## config.mk

```make
export PLATFORM = sky130hd
export DESIGN_NAME = m68k_decoder_flat
export DESIGN_NICKNAME = d
export VERILOG_FILES = /design/src/rtl/m68k_bus_if.sv /design/src/rtl/m68k_decoder.sv /design/src/flat_wrapper.sv
export SDC_FILE = /design/constraint.sdc
export NUM_CORES = 1
export LEC_CHECK = 0
export CAP_MARGIN = 20
export CORE_UTILIZATION = 31
export CTS_CLUSTER_SIZE = 8
export DETAILED_ROUTE_END_ITERATION = 8
export PLACE_DENSITY = 0.69
export SLEW_MARGIN = 5
export SYNTH_ARGS = -nofsm -noshare
export SYNTH_HDL_FRONTEND = slang
export SYNTH_SLANG_ARGS = --single-unit
```

## constraint.sdc

```tcl
create_clock -name clk50 -period 1.5 [get_ports clk50]
set_input_delay 0.15 -clock clk50 [delete_from_list [all_inputs] [get_ports clk50]]
set_output_delay 0.15 -clock clk50 [all_outputs]
set_load 0.05 [all_outputs]
```

## src/rtl/m68k_bus_if.sv

```systemverilog
// 68000 bus signals between the CPU and the glue-logic decoder.
interface m68k_bus_if;
   logic        as_n;
   logic        uds_n;
   logic        lds_n;
   logic        rw;
   logic [10:0] addr;
   logic        dtack_n;
   logic        berr_n;

   modport master (output as_n, uds_n, lds_n, rw, addr, input dtack_n, berr_n);
   modport slave  (input as_n, uds_n, lds_n, rw, addr, output dtack_n, berr_n);
endinterface

```

## src/rtl/m68k_decoder.sv

```systemverilog
// 68000 address decode, chip selects and DTACK/BERR generation.
// addr carries A23..A13; bus-cycle timing runs on clk50 from a synchronized as_n.
module m68k_decoder (
   input  logic             clk50,
   input  logic             reset_n,
   input  logic             clk16,
   output logic             clk_from_cpld,
   m68k_bus_if.slave        bus,
   input  logic             boot,
   input  logic             dtack_trig,
   output logic             oe_n,
   output logic             ram_ce_n,
   output logic             eeprom_uds_n,
   output logic             eeprom_lds_n,
   output logic [3:0]       cs
);

   typedef enum logic [1:0] {
      REG_NONE   = 2'd0,
      REG_RAM    = 2'd1,
      REG_EEPROM = 2'd2,
      REG_IO     = 2'd3
   } region_t;

   logic       eeprom_sel;
   logic       ram_sel;
   logic       io_sel;
   region_t    region;
   region_t    region_q;

   logic       as_s1, as_sync;
   logic       trig_s1, trig_sync;
   logic [7:0] cnt;
   logic       dtack_q, berr_q;
   logic       dtack_nxt, berr_nxt;

   assign clk_from_cpld = clk16;

   // Boot overlay maps the EEPROM at 0 and hides the RAM there.
   assign eeprom_sel = (bus.addr[10:6] == 5'b11110) || (boot && (bus.addr[10:6] == 5'b00000));
   assign ram_sel    = !boot && (bus.addr[10:7] == 4'b0000);
   assign io_sel     = (bus.addr[10:2] == 9'b111111110);

   always_comb begin
      region = REG_NONE;
      if (eeprom_sel)
         region = REG_EEPROM;
      else if (ram_sel)
         region = REG_RAM;
      else if (io_sel)
         region = REG_IO;
   end

   assign ram_ce_n     = !(!bus.as_n && ram_sel);
   assign eeprom_uds_n = !(!bus.as_n && !bus.uds_n && eeprom_sel);
   assign eeprom_lds_n = !(!bus.as_n && !bus.lds_n && eeprom_sel);
   assign oe_n         = !(!bus.as_n && bus.rw);
   assign cs           = (!bus.as_n && io_sel) ? (4'b0001 << bus.addr[1:0]) : 4'b0000;

   // Responses are registered one edge ahead, so the compare uses count-1.
   always_comb begin
      dtack_nxt = dtack_q;
      berr_nxt  = berr_q;
      if (as_sync) begin
         dtack_nxt = 1'b1;
         berr_nxt  = 1'b1;
      end else if (dtack_q && berr_q && (cnt != 8'd0)) begin
         if ((cnt == 8'd254) || ((region_q == REG_NONE) && (cnt == 8'd1)))
            berr_nxt = 1'b0;
         else if (((region_q == REG_RAM)    && (cnt == 8'd1)) ||
                  ((region_q == REG_EEPROM) && (cnt == 8'd3)) ||
                  ((region_q == REG_IO)     && trig_sync))
            dtack_nxt = 1'b0;
      end
   end

   always_ff @(posedge clk50 or negedge reset_n) begin
      if (!reset_n) begin
         as_s1     <= 1'b1;
         as_sync   <= 1'b1;
         trig_s1   <= 1'b0;
         trig_sync <= 1'b0;
         cnt       <= 8'd0;
         region_q  <= REG_NONE;
         dtack_q   <= 1'b1;
         berr_q    <= 1'b1;
      end else begin
         as_s1     <= bus.as_n;
         as_sync   <= as_s1;
         trig_s1   <= dtack_trig;
         trig_sync <= trig_s1;
         if (as_sync)
            cnt <= 8'd0;
         else if (cnt != 8'hFF)
            cnt <= cnt + 8'd1;
         if (!as_sync && (cnt == 8'd0))
            region_q <= region;
         dtack_q <= dtack_nxt;
         berr_q  <= berr_nxt;
      end
   end

   assign bus.dtack_n = dtack_q;
   assign bus.berr_n  = berr_q;

endmodule

```

## src/flat_wrapper.sv

```systemverilog
// flat-port wrapper written by rule: the top's interface ports become plain ports
module m68k_decoder_flat 
  (clk50, reset_n, clk16, clk_from_cpld, boot, dtack_trig, oe_n, ram_ce_n, eeprom_uds_n, eeprom_lds_n, cs, bus_as_n, bus_uds_n, bus_lds_n, bus_rw, bus_addr, bus_dtack_n, bus_berr_n);
  m68k_bus_if bus_i ();
  input  logic clk50;
  input  logic reset_n;
  input  logic clk16;
  output logic clk_from_cpld;
  input  logic boot;
  input  logic dtack_trig;
  output logic oe_n;
  output logic ram_ce_n;
  output logic eeprom_uds_n;
  output logic eeprom_lds_n;
  output logic [3:0] cs;
  input wire logic [$bits(bus_i.as_n)-1:0] bus_as_n;
  input wire logic [$bits(bus_i.uds_n)-1:0] bus_uds_n;
  input wire logic [$bits(bus_i.lds_n)-1:0] bus_lds_n;
  input wire logic [$bits(bus_i.rw)-1:0] bus_rw;
  input wire logic [$bits(bus_i.addr)-1:0] bus_addr;
  output wire logic [$bits(bus_i.dtack_n)-1:0] bus_dtack_n;
  output wire logic [$bits(bus_i.berr_n)-1:0] bus_berr_n;
  assign bus_i.as_n = bus_as_n;
  assign bus_i.uds_n = bus_uds_n;
  assign bus_i.lds_n = bus_lds_n;
  assign bus_i.rw = bus_rw;
  assign bus_i.addr = bus_addr;
  assign bus_dtack_n = bus_i.dtack_n;
  assign bus_berr_n = bus_i.berr_n;
  m68k_decoder u_core (.clk50(clk50), .reset_n(reset_n), .clk16(clk16), .clk_from_cpld(clk_from_cpld), .bus(bus_i), .boot(boot), .dtack_trig(dtack_trig), .oe_n(oe_n), .ram_ce_n(ram_ce_n), .eeprom_uds_n(eeprom_uds_n), .eeprom_lds_n(eeprom_lds_n), .cs(cs));
endmodule
```

# After elaboration in Yosys (flattened, before gate mapping)
# Index checks and enable logic that the tools add are counted.
[totals]
output_inout_bits = 11
regBits = 16
wordCells = 73
input_bits = 20
[classes]
mux = 13
shifts = 1
reduce_logical = 40
addsub = 1
eq_ne = 10
[ops]
columns = ["cell", "n"]
rows = [
  ["logical AND 1 bit", 16],
  ["two-way mux 8 bit", 2],
  ["equality test 9 bit, second input constant", 1],
  ["logical NOT 1 bit", 9],
  ["adder 8 x 1 -> 8 bit, second input constant", 1],
  ["equality test 8 x 1 -> 1 bit, second input constant", 1],
  ["equality test 8 x 2 -> 1 bit, second input constant", 1],
  ["equality test 8 bit, second input constant", 1],
  ["logical NOT 8 bit", 1],
  ["inequality test 8 bit, second input constant", 1],
  ["nonzero test 2 bit", 4],
  ["nonzero test 8 bit", 1],
  ["two-way mux 1 bit", 7],
  ["two-way mux 2 bit", 3],
  ["equality test 5 bit, second input constant", 1],
  ["logical NOT 5 bit", 1],
  ["equality test 2 bit, second input constant", 2],
  ["logical NOT 4 bit", 1],
  ["logical OR 1 bit", 4],
  ["two-way mux 4 bit", 1],
  ["<< shifter 1 x 2 -> 4 bit, first input constant", 1],
  ["AND reduction 3 bit", 1],
  ["equality test 2 x 1 -> 1 bit, second input constant", 1],
  ["logical NOT 2 bit", 1],
  ["other kinds (2)", 2],
]

# Depth between registers and ports, before layout
# Gate-level depths: netlist (run 1).
[depth]
ltp_word = 8
ltp_mapped = 6
depth_no_buf = 6

# Worst setup path before layout (run 1)
# Ideal clock, no wire load.
[synth_path]
path_kind = "input -> output"
start = "input port bus_addr[2]"
end = "output port cs[2]"
n_path_buf = 0
path_stages = 3
t_arrival_ps = 2211
t_required_ps = 1350
setup_slack_ps = -861
path_cell_list = "and4b_1 nand3_1 nor4b_1"
[synth_between]
elab_chain_len = 3
[synth_rtl]
columns = ["element", "line_no", "source"]
rows = [
  ["start, declared", "flat_wrapper.sv:20", "input wire logic [$bits(bus_i.addr)-1:0] bus_addr;"],
  ["equality test 9 bit", "m68k_decoder.sv:42", "assign io_sel = (bus.addr[10:2] == 9'b111111110);"],
  ["logical AND 1 bit", "m68k_decoder.sv:58", "assign cs = (!bus.as_n && io_sel) ? (4'b0001 << bus.addr[1:0]) : 4'b0000;"],
  ["two-way mux 4 bit", "m68k_decoder.sv:58", ""],
  ["end, declared", "flat_wrapper.sv:15", "output logic [3:0] cs;"],
]
# Every way passes these cells.

# Worst setup path in the final report (run 1)
[layout_path]
start = "input port bus_addr[8]"
end = "output port eeprom_uds_n"
[layout_between]
elab_chain_len = 5
elab_cells_between_ends = 6
cone_classes = "eq/ne: 1; reduce/logical: 5"
[layout_rtl]
columns = ["element", "line_no", "source"]
rows = [
  ["logical NOT 5 bit", "m68k_decoder.sv:40", "assign eeprom_sel = (bus.addr[10:6] == 5'b11110) || (boot && (bus.addr[10:6] == 5'b00000));"],
  ["logical AND 1 bit", "m68k_decoder.sv:40", ""],
  ["logical OR 1 bit *", "m68k_decoder.sv:40", ""],
  ["logical AND 1 bit *", "m68k_decoder.sv:55", "assign eeprom_uds_n = !(!bus.as_n && !bus.uds_n && eeprom_sel);"],
  ["logical NOT 1 bit *", "m68k_decoder.sv:55", ""],
  ["end, declared", "flat_wrapper.sv:13", "output logic eeprom_uds_n;"],
]
# Mark *: on every way between the ends. The rest lies on a longest branch, timed or not.

==> run metrics, run 1 <==
Pre-Repair DR Iteration Count=4; post-route cell area=1540 um^2; crit-path max FO=3; commonest non-fill, non-tap cells in the layout=17 x buf_4, 12 x nor2_1, 11 x dfrtp_1; row cnt=19; DIE HEIGHT=56.7 um; Worst path slowest cell=or3_1; #FFs+latches synth=16; initial core utilization=33.3%; worst slew pin tran=454 ps; Initial DRC Count=21; Final #Nets=162; share of the synthesized area in the top cell type=32.4%; crit-path leading delay family=simple AND/OR/NAND/NOR gates; CTS Hold Bufs=0; FF-to-FF Start=u_core.cnt[4]$_DFFE_PN0P_; Syn Nets=116; Final Max Tran Viols=0; Max Root-Sink Buffers=2; period utilization=102%; chip width=56.7 um; most common cell after layout, fill and taps aside=buf_4; Mapped Area=926 um^2; Post-synth ARST share=100%; cts bufs inserted=3; initial antenna violation count=0; instance count on the critical path=6; Port Buffer Count=28; core area=2780 um^2; Clock Sinks=16; setup TNS=-61.2 ps; Synth-to-Final Area Change=66.1%; number of buffers and inverters on the critical path=2; EDFF count, synth=0; Vias=878; most common flop cell mapped by yosys=dfrtp_1; Crit Path Category=in -> out; HP Class=in -> async; post-synth top area cell=dfrtp_1; Filler cells=233; status=finished with violations; depth of the CTS H-tree=1; Area contributors post-synth=dfrtp_1 32%, dfstp_2 11%, ha_1 5.4%; element type at the critical path end=output port; detailed-route DRC error count=0; critical path endpoint=eeprom_uds_n; sequential area share after synthesis=43.8%; worst-case reg-to-reg path depth=3; Netlist cell types=37; GR Overflow Total=0; ratio of cells with drive above 1 in the final layout=39.4%; worst clock skew=3.41 ps; Crit path largest cell delay=340 ps; Worst EP required=1350 ps; vias in the first global route=920; Max-cap violations=0; CTS tree=done; fin worst setup slack=-31.0 ps; first-pass GRT wire length=3690 um; Rel. slew slack=69.7%; Pwr per Cell Area=676 nW/um^2; Final min period=1530 ps; DP HPWL=1630 um; total track usage=14.7%; CP startpoint=bus_addr[8]; cell chain of the critical path=buf_8 -> nor4_4 -> a21oi_1 -> or2_1 -> or3_1 -> buf_6; VDD IR max=446 uV; Reg clk slew, reported paths=90 ps; die area=3210 um^2; # diodes=0; Worst R2R Setup Slack=50 ps; ANT nets after route=0; Mapped Cells=92; Startpoint Class=input port; syn_area_per_cell=10.1 um^2; Ports=31; routed wire length=2190 um; failing checks=negative setup slack; largest net degree at the start of global routing=17; Synthesis Warnings=0; Layout Cells excl Fill=168; Root Buffer=clkbuf_4; total power=1.04 mW; placed inst area=1380 um^2; max frequency=653 MHz; Fin. Hold Viols=0; clk_lat worst skew=280 ps; Critical Path AT=1380 ps; GP Congestion=0.785; RSZ-0062 raised after global routing=yes; Final setup viols=2; reg2reg end=u_core.bus.dtack_n$_DFFE_PN1P_; drt wl/cell=13.0 um; P_leak=0.656 nW; vias per cell=5.23; dpl cells=157
[stage by stage]
stage | util, % | hold slack [ps] | worst slack (ps)
5_1_grt | 55.3 | 196 | -81.6
4_1_cts | 53.8 | 179 | -40.2
6_report | 55.3 | 176 | -31.0
3_3_place_gp | 49.5 | 301 | -402
3_5_place_dp | 49.5 | 301 | -419
2_1_floorplan | - | -146 | -216
[where the power goes]
group / switching [mW] / internal, mW / total, mW / leakage, nW
Combinational: 0.111 / 0.140 / 0.251 / 0.439
Clock: 0.133 / 0.148 / 0.281 / 0.0210
Sequential: 0.0388 / 0.470 / 0.508 / 0.197
Total: 0.283 / 0.757 / 1.04 / 0.656
[cell families (layout without fill, tap and decap cells)]
kind of cell	Yosys count	in the layout	synth area share [%]
AOI/OAI and AO/OA	14	14	10.9
xor gates and xnor gates	2	2	1.89
adders and majority gates	4	4	5.41
buffers and inverters	6	51	2.97
DFF	16	16	43.8
muxes	1	1	1.08
and+or+nand+nor	49	49	33.9
[per-layer routing]
metal | global-route usage [%] | up-vias | wire (um)
li1 | - | 436 | -
met3 | 3.92 | 4 | 153
met5 | 0 | - | 0
met1 | 15.7 | 406 | 845
met4 | 6.62 | 0 | 25
met2 | 26.9 | 32 | 1170
[worst reg2reg max path, delay by kind of cell, from the launching register on]
kind               cells  cell delay (ps)
AOI/OAI and AO/OA      1              410
DFF                    1              470
and+or+nand+nor        2              500
[timing repair]
item	in CTS	in global routing
gates cloned	0	0
pin swaps	10	10
setup endpoints to repair	8	8
resized for setup	37	7
buffers inserted	4	3
[synthesized netlist by cell type, types with 2 or more instances]
library cell	instances
or2_2	2
nor4_1	2
and4_2	2
a211oi_1	3
dfstp_2	4
nor4b_1	3
and4b_1	2
and4_1	2
a31oi_1	6
nor2_1	12
nand2b_1	2
or3_1	2
and3_1	2
ha_1	4
nor3_1	4
and3b_1	2
dfrtp_1	12
nand2_1	2
inv_1	3
nand3_1	3
xnor2_1	2
[flip-flops by register name, summed over array words and instances, names as in the netlist]
| name | flops |
|---|---|
| u_core.as_s1 | 1 |
| u_core.as_sync | 1 |
| u_core.bus.berr_n | 1 |
| u_core.bus.dtack_n | 1 |
| u_core.cnt | 8 |
| u_core.region_q | 2 |
| u_core.trig_s1 | 1 |
| u_core.trig_sync | 1 |
[how the worst min path moves through the flow]
stage | start | to | slack [ps] | cells past startpoint
2_1_floorplan | reset_n | u_core.cnt[0]$_DFFE_PN0P_ | -150 | 0
3_3_place_gp | clk16 | clk_from_cpld | 300 | 0
3_5_place_dp | clk16 | clk_from_cpld | 300 | 0
4_1_cts | reset_n | u_core.cnt[5]$_DFFE_PN0P_ | 180 | 2
5_1_grt | reset_n | u_core.cnt[5]$_DFFE_PN0P_ | 200 | 2
6_report | reset_n | u_core.cnt[4]$_DFFE_PN0P_ | 180 | 2
[final cells by class]
| cell class | count | area (um^2) | share of cell area, % |
|---|---|---|---|
| Clock buffer | 4 | 36.3 | 2.36 |
| Inverter | 3 | 11.3 | 0.732 |
| Multi-Input combinational cell | 70 | 581 | 37.8 |
| Sequential cell | 16 | 407 | 26.4 |
| Tap cell | 31 | 38.8 | 2.52 |
| Timing Repair Buffer | 44 | 464 | 30.2 |
(Power assumes the default switching activity.)
==> run 2: changes to the inputs <==
Settings changed: SETUP_SLACK_MARGIN set to 0.02.
==> run 2 against run 1 <==
Via count increased by 0.68%. Clock skew increased by 2.9 ps. Non-clock buffer count unchanged. Clock power about the same. Clock-buffer cell count unchanged. The run still ends with negative setup slack left.
==> run metrics, run 2 (synthesized netlist as in run 1, its figures left out) <==
GR Overflow Total=0; P_leak=0.653 nW; largest net degree at the start of global routing=17; max reg flops=8; DP HPWL=1630 um; Initial DRC Count=21; HP Class=in -> async; Ports=31; dpl cells=157; ANT nets after route=0; Worst R2R Setup Slack=50 ps; VDD IR max=445 uV; Reg clk slew, reported paths=100 ps; crit-path max FO=3; Vias=884; Max Root-Sink Buffers=2; Max-cap violations=0; CTS Hold Bufs=0; most common cell after layout, fill and taps aside=buf_4; setup TNS=-61.2 ps; Final Max Tran Viols=0; total track usage=14.8%; period utilization=102%; Critical Path AT=1380 ps; first-pass GRT wire length=3710 um; clk_lat worst skew=290 ps; vias per cell=5.26; initial antenna violation count=0; # diodes=0; initial core utilization=33.3%; ratio of cells with drive above 1 in the final layout=43.1%; cts bufs inserted=3; Final #Nets=162; Biggest register=u_core.cnt; row cnt=19; CTS tree=done; Final setup viols=2; total power=1.04 mW; detailed-route DRC error count=0; Core Util, Final=55.6%; Pre-Repair DR Iteration Count=4; Port Buffer Count=28; Worst EP required=1350 ps; element type at the critical path end=output port; Fin. Hold Viols=0; DIE HEIGHT=56.7 um; failing checks=negative setup slack; die area=3210 um^2; GP Congestion=0.785; chip width=56.7 um; max frequency=653 MHz; Rel. slew slack=69.7%; status=finished with violations; Pwr per Cell Area=675 nW/um^2; drt wl/cell=13.6 um; worst slew pin tran=454 ps; Crit Path Category=in -> out; core area=2780 um^2; fin worst setup slack=-31.0 ps; depth of the CTS H-tree=1; top flop regs=u_core.cnt x8, u_core.region_q x2; RSZ-0062 raised after global routing=yes; Synth-to-Final Area Change=67.2%; worst clock skew=6.33 ps; Layout Cells excl Fill=168; Final min period=1530 ps; Place WS=-419 ps; routed wire length=2290 um; Clock Sinks=16; Startpoint Class=input port; Root Buffer=clkbuf_4; commonest non-fill, non-tap cells in the layout=17 x buf_4, 11 x nor2_1, 9 x dfrtp_1; vias in the first global route=924
## run 2: cell counts in the layout (fill, tap and decap cells not counted)
No cell type changed its count.
## run 2: repair_timing
action                                 4_1_cts  5_1_grt
buffers inserted                             5        2
gates cloned                                 0        0
gates resized for setup                     37       12
endpoints found under the hold margin        0        0
setup endpoints to repair                    8        9
pin swaps                                   10       11
## run 2: layer usage
metal | wire length [um] | track usage, % | up-vias
met2 | 1240 | 26.9 | 31
met1 | 893 | 15.8 | 416
met5 | 0 | 0 | -
met4 | 13 | 6.62 | 0
met3 | 141 | 3.92 | 2
li1 | - | - | 435
## run 2: per-stage QoR
stage	hold WS, ps	instance area, um^2
after floorplan	-146	945
after global placement	301	1380
after detailed placement	301	1380
after CTS	179	1500
after global routing	190	1550
final	175	1550
## run 2: critical path, stage by stage
cell and delay (ps):
buf_8 100, nor4_4 270, a21oi_1 100, or2_1 250
or3_1 340, buf_6 170
## run 2: final cells by class
class | count | area, um^2
fill | 232 | 1230
multi-input combinational | 70 | 588
sequential | 16 | 409
clock buffer | 4 | 36.3
tap | 31 | 38.8
inverter | 3 | 11.3
timing repair buffer | 44 | 464
## run 2: final timing paths
kind,startpoint,end,cells past startpoint
worst max-delay path,bus_addr[8],eeprom_uds_n,6
worst min-delay path,reset_n,u_core.cnt[5]$_DFFE_PN0P_,2
worst max register to register,u_core.cnt[1]$_DFFE_PN0P_,u_core.bus.dtack_n$_DFFE_PN1P_,4
worst min register to register,u_core.trig_s1$_DFF_PN0_,u_core.trig_sync$_DFF_PN0_,0
max in group asynchronous,reset_n,u_core.bus.berr_n$_DFFE_PN1P_,2
min in group clk50,bus_as_n,u_core.as_s1$_DFF_PN1_,1
## run 2: power breakdown
group          switching [mW]  internal [mW]
Clock                   0.136          0.148
Combinational           0.112          0.139
Sequential             0.0402          0.470
==> run 3: changes to the inputs <==
Settings changed: GPL_TIMING_DRIVEN set to 1.
==> results of run 3 <==
The final DEF is identical to that of run 2; final timing and power are the same.
